$ cat src/rtl/cla_adder_4bit.sv
// cla_adder_4bit: 4-bit carry-lookahead slice with registered sum, carries and group P/G
module cla_adder_4bit (
  input  logic       clk,
  input  logic       rst,
  input  logic [3:0] in1,
  input  logic [3:0] in2,
  input  logic       c_in,
  output logic [3:0] sum,
  output logic [4:1] carry,
  output logic       p_grp,
  output logic       g_grp
);
  logic [3:0] p, g;
  logic [4:0] c;
  logic       gg;
  assign p = in1 ^ in2;
  assign g = in1 & in2;
  // Every carry is a flat SOP of g, p and c_in; none is built from a lower carry
  assign c[0] = c_in;
  assign c[1] = g[0] | (p[0] & c_in);
  assign c[2] = g[1] | (p[1] & g[0]) | (p[1] & p[0] & c_in);
  assign c[3] = g[2] | (p[2] & g[1]) | (p[2] & p[1] & g[0]) | (p[2] & p[1] & p[0] & c_in);
  assign gg   = g[3] | (p[3] & g[2]) | (p[3] & p[2] & g[1]) | (p[3] & p[2] & p[1] & g[0]);
  assign c[4] = gg | (&p & c_in);
  always_ff @(posedge clk) begin
    if (rst) begin
      sum   <= '0;
      carry <= '0;
      p_grp <= 1'b0;
      g_grp <= 1'b0;
    end else begin
      sum   <= p ^ c[3:0];
      carry <= c[4:1];
      p_grp <= &p;
      g_grp <= gg;
    end
  end
endmodule

$ cat config.mk
export PLATFORM = sky130hd
export DESIGN_NAME = cla_adder_4bit
export DESIGN_NICKNAME = d
export VERILOG_FILES = /design/src/rtl/cla_adder_4bit.sv
export SDC_FILE = /design/constraint.sdc
export NUM_CORES = 1
export LEC_CHECK = 0
export BUFFER_PORTS_ARGS = -buffer_cell sky130_fd_sc_hd__buf_2
export CORE_AREA = 2 2 39 41
export CTS_CLUSTER_DIAMETER = 30
export DETAILED_ROUTE_END_ITERATION = 8
export DIE_AREA = 0 0 41 43
export PLACE_DENSITY = 0.62
export SETUP_SLACK_MARGIN = 0.4
export SYNTH_ARGS = -nofsm -noshare
export SYNTH_HDL_FRONTEND = slang
export SYNTH_SLANG_ARGS = --single-unit
$ cat constraint.sdc
create_clock -name clk -period 2 [get_ports clk]
set_clock_uncertainty 0.2 [all_clocks]
set_input_delay 0.4 -clock clk [delete_from_list [all_inputs] [get_ports clk]]
set_output_delay 0.4 -clock clk [all_outputs]
set_load 0.01 [all_outputs]
; ---- Word level (Yosys, flattened, before mapping)
; Index checks and enable logic that the tools add are counted.
[word_totals]
reg_bits = 10
latchBits = 0
ramBits = 0
romBits = 0
input_bits = 11
out_inout_bits = 10
elab_cells = 33
memories = 0
[op_classes]
addsub = 0
mul = 0
div_mod_pow = 0
order_cmp = 0
n_eq_ne = 0
n_shift = 0
n_mux = 0
n_bitwise = 28
reduce_logical = 1
[op_table]
columns = cell, count
row1 = 1-bit AND, 15
row2 = 1-bit OR, 10
row3 = 4-bit bitwise XOR, 2
row4 = 4-bit AND, 1
row5 = 4-bit AND reduction, 1

; ---- Depth between registers and ports, before layout
[logic_depth]
depth_word = 6
mapped_depth = 4
depth_no_buf = 4

; ---- Worst setup path after synthesis
; Ideal clock, no wire load.
[synth_timing]
path_kind = in2reg
startpoint = in in1[0]
endpoint = reg sum[2]
arrival_ns = 1.344
required_time_ns = 1.677
slack_ns = 0.332
stages = 4
path_buffers = 0
path_cell_list = ha_1 > a21o_1 > a21oi_2 > mux2_1
[synth_via]
elab_chain_cells = 5
[synth_lines]
columns = element, line_no
row1 = "start, declared", 5  ; input logic [3:0] in1,
row2 = 4-bit AND or 4-bit bitwise XOR (tied branches), "17, 16"
row3 = 1-bit AND, 21  ; assign c[2] = g[1] | (p[1] & g[0]) | (p[1] & p[0] & c_in);
row4 = 1-bit OR or 1-bit AND (tied branches), 21
row5 = 1-bit OR (*), 21
row6 = 4-bit bitwise XOR (*), 32  ; sum <= p ^ c[3:0];
row7 = "end signal, assigned", 32
row8 = "end, declared", 8  ; output logic [3:0] sum,
; Mark *: on every way between the ends. The rest lies on a longest branch, timed or not.
; A chain may end at the register's enable or synchronous reset.

; ---- Worst setup path after layout
; Same ends and word-level chain as after synthesis.

==> reports/qor.txt <==
Sw Ratio - 24.3%
Slew @ Worst Pin - 0.213 ns
CTS Buffer Depth - 2
worst setup path startpoint - in1[0]
DRT iter0 DRCs - 1
filler cell count - 150
Synth area leaders - dfxtp_1, ha_1, fa_1, nor2b_1, nor2_1
site row count - 14
crit path max-delay cell type - mux2_1
post-route ant nets - 0
Combinational Power Share - 23.4%
Post-CTS Setup Bufs - 0
synth warn - 0
Crit. End Element - flip-flop
Worst Setup Start Kind - input port
nets - 81
Tot Pwr - 447 uW
Clk Tree Root Cell - clkbuf_4
Port Buffers - 20
DRT Pass-1 Iters - 2
die width - 41 um
Layout Cells excl Fill - 79
Post-Syn Nets - 57
worst path cell trace - buf_2 -> ha_4 -> a21o_1 -> a21oi_2 -> mux2_1
gr usage total - 9.85%
critical path type - input port to flip-flop
# diodes - 0
cell taking the most area after synthesis - dfxtp_1
Hold Crit Class - input port to flip-flop
sequential cell area fraction in the yosys report - 45.5%
RD Place Congestion - 0.768
Worst Path Buf+Inv - 1
CP max stage delay - 0.34 ns
Leakage - 0.000291 uW
max-slew violations - 0
Pwr per Cell Area - 757 nW/um2
layout cells sized above 1 - 46.0%
clock share of power - 27.3%
CTS tree - done
Avg Cell Area, Syn - 10.7 um2
Final TNS setup - 0 ns
WL per Instance - 9.14 um
sequential power share - 49.4%
Synth cell types - 23
fin crit period - 1.50 ns
HP Start - rst
remaining global-route overflow - 0
post-CTS resize count - 0
hpwl dp - 635 um
Worst VDD drop - 197 uV
run status - finished, final reports clean
WL final - 722 um
Pint - 338 uW
DIE AREA - 1760 um2
Critical Path AT - 1.44 ns
post-place setup slack - 0.254 ns
clock buffer count from CTS - 3
Starting Density - 31.8%
largest net degree at the start of global routing - 12
setup ws final - 0.495 ns
total of max-cap violations - 0
initial antenna violation count - 0
commonest non-fill, non-tap cell in the layout - buf_2
Critical Path Fanout Max - 3
Die Y - 43 um
Cells after Synth - 41
cell family with most CP delay - multiplexers
most frequent cells in the layout - buf_2, dfxtp_1, nor2_1
first-pass GRT wire length - 1150 um
vias in the first global route - 327
P&R area growth vs syn - 34.1%
CTS HTree Levels - 1
unrepaired setup endpoints after global routing - false
top-area cell type share of the netlist area - 45.5%
Max-slew headroom - 85.8%
Synth Cell Area - 440 um2
via-per-instance ratio - 4.42
Core Box Area - 1380 um2
Worst Path Required - 1.93 ns
clock sink count - 10
Max Clk Rate - 664 MHz
via count - 349
final hold viol count - 0
Inst Count DP - 76
Seq cells post-synth - 10
clock-pin transition on the worst setup and hold timing paths - 0.06 ns
DRC Markers - 0
Tcrit/Tclk final - 75.2%
num ports - 21
Net Switching - 109 uW
Setup-failing EPs final - 0
Post-CTS Hold Fix Bufs - 0
[worst paths after layout]
path	end	slack (ns)	depth (start not counted)
max	sum[2]	0.50	5
min	carry[3]	0.24	2
[power by group through the flow]
| stage | clock (uW) | combinational [uW] | sequential (uW) |
|---|---|---|---|
| floorplan | 0 | 55.6 | 236 |
| global placement | 0 | 104 | 225 |
| detailed placement | 0 | 105 | 226 |
| CTS | 127 | 106 | 221 |
| global route | 139 | 116 | 223 |
| finish | 122 | 105 | 221 |
[per-stage QoR]
step	hold slack, ns	instance area (um2)	utilization [%]
4_1_cts	0.240	591	42.7
5_1_grt	0.247	591	42.7
3_3_place_gp	0.507	568	41.0
6_report	0.243	591	42.7
3_5_place_dp	0.506	568	41.0
2_1_floorplan	0.426	453	-
[per-layer routing]
layer / GRT usage, % / wire, um
met1: 11.0 / 321
met2: 14.4 / 344
met3: 1.57 / 48
met4: 10.0 / 7
met5: 0 / 0
[logic make-up (layout without fill, tap and decap cells)]
group,count (synthesis),count (layout),share of synthesized area (%)
muxes,2,2,4.83
AOI/OAI and AO/OA,6,6,10.2
xor gates and xnor gates,1,1,1.99
adders and majority gates,5,5,15.9
buffers and inverters,3,25,2.84
DFF,10,10,45.5
and+or+nand+nor,14,14,18.8
[state kept, by name (all words and copies together), names as in the netlist]
name / cells
p_grp: 1
carry: 4
sum: 4
g_grp: 1
[layout make-up]
type | count | area [um2] | area share, %
Inverter | 2 | 7.51 | 1.27
Sequential cell | 10 | 200 | 33.9
Multi-Input combinational cell | 28 | 240 | 40.7
Timing Repair Buffer | 20 | 100 | 16.9
Tap cell | 16 | 20.0 | 3.39
Clock buffer | 3 | 22.5 | 3.81
[cell usage after synthesis]
cell / n
fa_1: 1
buf_2: 1
xnor2_1: 1
o21ba_2: 1
nor3_1: 1
nand3_2: 1
mux2_1: 1
ha_1: 4
a21oi_2: 1
nand4_1: 1
mux2i_1: 1
or2_2: 1
nand2_1: 1
dfxtp_1: 10
nand2b_1: 1
o22ai_1: 1
a21oi_1: 1
nor2b_1: 3
nor2_1: 4
and3_4: 1
inv_1: 2
a21boi_0: 1
a21o_1: 1
(Power assumes the default switching activity.)
